--- config.mk ---
export PLATFORM = sky130hd
export DESIGN_NAME = fir_coeff_ctrl
export DESIGN_NICKNAME = d
export VERILOG_FILES = /design/src/rtl/fir_coeff_ctrl.sv
export SDC_FILE = /design/constraint.sdc
export NUM_CORES = 1
export LEC_CHECK = 0
export ABC_AREA = 1
export BUFFER_PORTS_ARGS = -buffer_cell sky130_fd_sc_hd__buf_2
export CORE_MARGIN = 2
export CORE_UTILIZATION = 55
export DETAILED_ROUTE_END_ITERATION = 8
export HOLD_SLACK_MARGIN = 0.06
export PLACE_DENSITY = 0.77
export SLEW_MARGIN = 10
export SYNTH_ARGS = -nofsm -noshare
export SYNTH_HDL_FRONTEND = slang
export SYNTH_SLANG_ARGS = --single-unit
--- constraint.sdc ---
create_clock -name CLK -period 12.1 [get_ports CLK]
set_input_delay 2.42 -clock CLK [delete_from_list [all_inputs] [get_ports CLK]]
set_output_delay 2.42 -clock CLK [all_outputs]
set_load 0.02 [all_outputs]
--- src/rtl/fir_coeff_ctrl.sv ---
// Coefficient shadow/active bank controller for the 10-tap FIR.
// Host writes land in the shadow bank; a commit copies the whole shadow bank
// into the active bank on one edge. The copy happens either on the next edge
// or on the next SYNC pulse, with a timeout that forces it. FIR_EN is then
// held low while the filter pipeline flushes.
//
// state    | meaning
// ---------+------------------------------------------------------------
// S_IDLE   | no copy pending, FIR_EN follows ENABLE_REQ
// S_ARMED  | copy requested, waiting for SYNC (or timeout, or next edge)
// S_SETTLE | active bank just replaced, FIR_EN forced low until count ends
module fir_coeff_ctrl #(
  parameter int SETTLE_CYCLES = 8,
  parameter bit SYNC_MODE     = 1'b1,
  parameter int ARM_TIMEOUT   = 1024
) (
  input  logic         CLK,
  input  logic         RSTb,
  input  logic         WR_STB,
  input  logic [3:0]   WR_ADDR,
  input  logic [15:0]  WR_DATA,
  input  logic [3:0]   RD_ADDR,
  output logic [15:0]  RD_DATA,
  input  logic         COMMIT,
  input  logic         SYNC,
  input  logic         ENABLE_REQ,
  output logic [159:0] COEFF_ALL,
  output logic         FIR_EN,
  output logic         BUSY,
  output logic         DONE,
  output logic         TIMEOUT,
  output logic         ADDR_ERR
);

  localparam int NTAPS = 10;
  localparam logic [15:0] UNITY = 16'h2000;
  localparam int TW = (ARM_TIMEOUT > 1) ? $clog2(ARM_TIMEOUT) : 1;
  localparam int SW = (SETTLE_CYCLES > 1) ? $clog2(SETTLE_CYCLES) : 1;
  localparam logic [TW-1:0] ARM_LOAD    = TW'(ARM_TIMEOUT - 1);
  localparam logic [SW-1:0] SETTLE_LOAD = SW'(SETTLE_CYCLES - 1);

  typedef enum logic [1:0] {S_IDLE, S_ARMED, S_SETTLE} state_t;

  state_t        state, state_nxt;
  logic [TW-1:0] arm_cnt;
  logic [SW-1:0] settle_cnt;
  logic          pend;
  logic          go, swap, arm_load, settle_done, wr_valid;
  logic [15:0]   rd_mux;
  logic [15:0]   shadow [NTAPS];
  logic [15:0]   active [NTAPS];

  assign wr_valid = WR_STB && (WR_ADDR <= 4'd9);

  // Next-state decode; the arm timer counts down so expiry is a compare to zero.
  always_comb begin
    state_nxt   = state;
    go          = 1'b0;
    swap        = 1'b0;
    arm_load    = 1'b0;
    settle_done = 1'b0;
    case (state)
      S_IDLE: begin
        if (COMMIT) begin
          state_nxt = S_ARMED;
          arm_load  = 1'b1;
        end
      end
      S_ARMED: begin
        go = !SYNC_MODE || SYNC || (arm_cnt == '0);
        if (go) begin
          swap      = 1'b1;
          state_nxt = S_SETTLE;
        end
      end
      S_SETTLE: begin
        if (settle_cnt == '0) begin
          settle_done = 1'b1;
          // A commit on the final settle edge is treated like one seen earlier.
          if (pend || COMMIT) begin
            state_nxt = S_ARMED;
            arm_load  = 1'b1;
          end else begin
            state_nxt = S_IDLE;
          end
        end
      end
      default: state_nxt = S_IDLE;
    endcase
  end

  // State register, timers, pending flag and registered status outputs.
  always_ff @(posedge CLK) begin
    if (!RSTb) begin
      state      <= S_IDLE;
      arm_cnt    <= '0;
      settle_cnt <= '0;
      pend       <= 1'b0;
      FIR_EN     <= 1'b0;
      BUSY       <= 1'b0;
      DONE       <= 1'b0;
      TIMEOUT    <= 1'b0;
    end else begin
      state <= state_nxt;
      if (arm_load)
        arm_cnt <= ARM_LOAD;
      else if (state == S_ARMED)
        arm_cnt <= arm_cnt - TW'(1);
      if (swap)
        settle_cnt <= SETTLE_LOAD;
      else if ((state == S_SETTLE) && (settle_cnt != '0))
        settle_cnt <= settle_cnt - SW'(1);
      if ((state == S_SETTLE) && !settle_done)
        pend <= pend || COMMIT;
      else
        pend <= 1'b0;
      FIR_EN  <= ENABLE_REQ && (state_nxt != S_SETTLE);
      BUSY    <= (state_nxt != S_IDLE);
      DONE    <= settle_done;
      TIMEOUT <= swap && SYNC_MODE && !SYNC;
    end
  end

  // Shadow and active banks; active copies the pre-write shadow on a swap edge.
  always_ff @(posedge CLK) begin
    if (!RSTb) begin
      for (int k = 0; k < NTAPS; k++) begin
        shadow[k] <= (k == 0) ? UNITY : 16'h0000;
        active[k] <= (k == 0) ? UNITY : 16'h0000;
      end
      ADDR_ERR <= 1'b0;
    end else begin
      for (int k = 0; k < NTAPS; k++) begin
        if (wr_valid && (WR_ADDR == 4'(k)))
          shadow[k] <= WR_DATA;
        if (swap)
          active[k] <= shadow[k];
      end
      if (WR_STB && (WR_ADDR > 4'd9))
        ADDR_ERR <= 1'b1;
    end
  end

  // Readback select; indices beyond the last tap read as zero.
  always_comb begin
    rd_mux = 16'h0000;
    for (int k = 0; k < NTAPS; k++)
      if (RD_ADDR == 4'(k))
        rd_mux = active[k];
  end

  // Registered readback port.
  always_ff @(posedge CLK) begin
    if (!RSTb)
      RD_DATA <= 16'h0000;
    else
      RD_DATA <= rd_mux;
  end

  for (genvar g = 0; g < NTAPS; g++) begin : g_coeff
    assign COEFF_ALL[16*g +: 16] = active[g];
  end

endmodule

==> impl_metrics.prom <==
# TYPE chip_impl_metric gauge
chip_impl_metric{name="synth-edff-count",unit=""} 320
chip_impl_metric{name="synth_seq_area_share",unit="%"} 67.18
chip_impl_metric{name="wire_per_inst",unit="um"} 19.62
chip_impl_metric{name="yosys.area.top_type_share",unit="%"} 62.37
chip_impl_metric{name="vdd.ir_drop.worst",unit="mV"} 0.1087
chip_impl_metric{name="globalRoute.totalOverflow",unit=""} 0
chip_impl_metric{name="cell_area_after_synthesis",unit="um2"} 15410
chip_impl_metric{name="actual_transition_at_the_worst_max_transition_pin",unit="ps"} 1228
chip_impl_metric{name="maxCapViolCount",unit=""} 0
chip_impl_metric{name="dp.final_hpwl",unit="mm"} 26.74
chip_impl_info{name="cpMostUsedCell",value="sky130_fd_sc_hd__nor2_4"} 1
chip_impl_info{name="crit_path_top_delay_cell",value="sky130_fd_sc_hd__clkinv_1"} 1
chip_impl_metric{name="worst_skew_pair.late_latency",unit="ps"} 520
chip_impl_metric{name="detailedRoute.firstIterationViolations",unit=""} 1345
chip_impl_metric{name="areaGrowthSynthToFinish",unit="%"} 15.87
chip_impl_metric{name="gpl.final_weighted_congestion",unit=""} 0.9173
chip_impl_info{name="clockRootBuffer",value="sky130_fd_sc_hd__clkbuf_16"} 1
chip_impl_info{name="startpoint",value="RSTb"} 1
chip_impl_metric{name="ant_nets",unit=""} 0
chip_impl_info{name="holdCritStartpoint",value="ADDR_ERR"} 1
chip_impl_metric{name="grt_pass1_vias",unit=""} 9897
chip_impl_metric{name="ioPinCount",unit=""} 211
chip_impl_metric{name="worstPathArrival",unit="ps"} 5650
chip_impl_metric{name="final_max_slew_viol_count",unit=""} 0
chip_impl_metric{name="grt_antenna_before_repair",unit=""} 4
chip_impl_metric{name="finClkSkew",unit="ps"} 14.49
chip_impl_metric{name="cts.htree.levels",unit=""} 2
chip_impl_metric{name="finalWorstSetupSlack",unit="ps"} 6817
chip_impl_info{name="cell_type_with_the_highest_aggregate_area_in_the_netlist",value="sky130_fd_sc_hd__edfxtp_1"} 1
chip_impl_metric{name="synth.lib_cells_used.distinct",unit=""} 28
chip_impl_metric{name="std_cell_rows",unit=""} 61
chip_impl_metric{name="placeable_area",unit="um2"} 27710
chip_impl_metric{name="post_cts.resized_instances",unit=""} 0
chip_impl_info{name="synth_top_cells_by_area",value="sky130_fd_sc_hd__edfxtp_1, sky130_fd_sc_hd__nor2_1, sky130_fd_sc_hd__nor2_4"} 1
chip_impl_info{name="endpoint_kind",value="register"} 1
chip_impl_metric{name="power.static_leakage",unit="nW"} 7.820
chip_impl_metric{name="initial_core_utilization",unit="%"} 55.61
chip_impl_metric{name="total_power",unit="W"} 0.002851
chip_impl_metric{name="postRouteWirelength",unit="mm"} 39.40
chip_impl_metric{name="critPathMaxStageDelay",unit="ps"} 700
chip_impl_metric{name="critical_path.max_fanout",unit=""} 129
chip_impl_metric{name="cts.hold.buffers_added",unit=""} 0
chip_impl_metric{name="grt_pass1_wl",unit="mm"} 57.05
chip_impl_metric{name="synth_nets",unit=""} 1423
chip_impl_info{name="worstReg2RegStart",value="arm_cnt[0]"} 1
chip_impl_metric{name="grt_start_max_net_pins",unit=""} 130
chip_impl_info{name="rsz0062_at_grt",value="false"} 1
chip_impl_metric{name="die_w",unit="um"} 171.4
chip_impl_metric{name="tmin_final",unit="ps"} 5283
chip_impl_metric{name="die_y",unit="um"} 171.4
chip_impl_metric{name="drive_above_1_share",unit="%"} 23.79
chip_impl_metric{name="i_o_buffers",unit=""} 210
chip_impl_metric{name="via_count",unit=""} 10460
chip_impl_metric{name="post-cts-setup-buffer-count",unit=""} 0
chip_impl_info{name="crit_chain",value="buf_2 > clkinv_1 > nor2_4 > clkinv_8 > buf_4 > nor2_4"} 1
chip_impl_metric{name="ys_seq_elements",unit=""} 357
chip_impl_info{name="synthFlopType",value="sky130_fd_sc_hd__edfxtp_1"} 1
chip_impl_metric{name="die_area",unit="um2"} 29370
chip_impl_metric{name="number_of_vias_per_cell",unit=""} 5.210
chip_impl_info{name="yosysMostFrequentCell",value="sky130_fd_sc_hd__edfxtp_1"} 1
chip_impl_info{name="timing.setup.critical_path_class",value="input pin to register"} 1
chip_impl_metric{name="worst-endpoint-required",unit="ps"} 12460
chip_impl_metric{name="synthArstFlopShare",unit="%"} 0
chip_impl_metric{name="route.detailed.drc",unit=""} 0
chip_impl_info{name="tritoncts",value="yes"} 1
chip_impl_info{name="timing.hold.worst.class",value="register to register"} 1
chip_impl_metric{name="setup_viol_count_final",unit=""} 0
chip_impl_metric{name="tns",unit="ps"} 0
chip_impl_metric{name="hold_viol",unit=""} 0
chip_impl_metric{name="cts-root-to-sink-buffers",unit=""} 3
chip_impl_metric{name="clkSinkCount",unit=""} 357
chip_impl_metric{name="path_clk_slew",unit="ps"} 60
chip_impl_metric{name="area_of_all_placed_cells_without_fillers",unit="um2"} 17850
chip_impl_metric{name="final.fill_count",unit=""} 2050
chip_impl_info{name="netlist_top_cells_count",value="sky130_fd_sc_hd__edfxtp_1, sky130_fd_sc_hd__nor2_1, sky130_fd_sc_hd__inv_1"} 1
chip_impl_metric{name="placed_area",unit="um2"} 16660
chip_impl_metric{name="synth.yosys.warnings",unit=""} 0
chip_impl_metric{name="final_util",unit="%"} 64.43
chip_impl_metric{name="power_per_cell_area",unit="nW/um2"} 159.7
chip_impl_metric{name="finalCritPeriodShare",unit="%"} 43.66
chip_impl_info{name="cp-start-kind",value="input pin"} 1
chip_impl_info{name="outcome",value="finished, final reports clean"} 1
chip_impl_metric{name="post_synth_inst_count",unit=""} 1389
chip_impl_metric{name="postSynthAreaPerCell",unit="um2"} 11.09
chip_impl_metric{name="drt-pass1-iter-count",unit=""} 5
chip_impl_metric{name="finish.net_count",unit=""} 1633
chip_impl_metric{name="max_frequency",unit="MHz"} 189.3
chip_impl_metric{name="gr-usage-all-layers",unit="%"} 26.80
chip_impl_metric{name="detailedPlace.worstSlack",unit="ps"} 6377
chip_impl_metric{name="timing.max_slew.rel_slack",unit="%"} 17.84
chip_impl_metric{name="numCtsBuffers",unit=""} 38
-- layout make-up --
type | count | area, um2 | area share, %
diodes | 3 | 7.507 | 0.04206
inverters | 267 | 1015 | 5.684
flip-flops and latches | 357 | 10350 | 57.98
clock inverters | 18 | 121.4 | 0.6799
repair buffers | 216 | 1096 | 6.140
multi-input cells | 719 | 3730 | 20.89
clock buffers | 50 | 1059 | 5.930
well taps | 378 | 473.0 | 2.649
-- power breakdown --
part / total [W] / switching, W / internal, W
combinational: 0.000280 / 0.000212 / 0.0000679
clock: 0.00110 / 0.000458 / 0.000639
sequential: 0.00147 / 0.0000424 / 0.00143
-- through the flow --
step	hold WS [ps]	std cells
6_report	448.2	2008
5_1_grt	480.0	2007
4_1_cts	451.5	2005
3_5_place_dp	442.3	1937
3_3_place_gp	443.2	1937
2_1_floorplan	443.6	1389
-- cells by family after synthesis --
logic type,after synthesis,share of synthesized area [%]
AND/OR/NAND/NOR,644,21.29
flip-flops,357,67.18
buffers and inverters,313,8.771
AO/OA/AOI/OAI,67,2.209
XOR/XNOR,4,0.2274
adder cells (fa/ha/maj),4,0.3249
-- worst max-delay path: cells and delay by family --
family | cells | cell delay [ps]
buffers and inverters | 4 | 2570
and+or+nand+nor | 2 | 530
-- registers in the layout, summed over array words and instances (netlist names), 2 cells and up --
name and flops:
RD_DATA 16, active 160, state 2, shadow 160
arm_cnt 10, settle_cnt 3
-- per-layer routing --
metal,track usage [%],share of wire [%],up-vias
li1,-,-,4817
met2,41.87,47,539
met5,0,0.018,-
met1,35.86,39,4994
met3,5.867,9.7,109
met4,13.19,5.1,2
-- final timing paths --
kind                   to  slack, ps  depth (start not counted)
max          active[5][7]       6820                          6
max reg2reg  active[3][7]       8700                         10
min              ADDR_ERR        450                          2
min reg2reg      ADDR_ERR        450                          2
-- cell usage in the layout (no fill, tap or decap), drive strengths merged, types with 2 or more instances in the layout --
cell type	instances
diode	3
ha	4
a31oi	2
nand2	165
dfxtp	37
or2	16
o21ai	26
nor3	3
inv	252
nand3	35
edfxtp	320
xor2	3
nor2	390
buf	216
clkinv	31
a21oi	38
clkbuf	50
nand4	33
No activity file was read; power rests on OpenSTA's default activity.
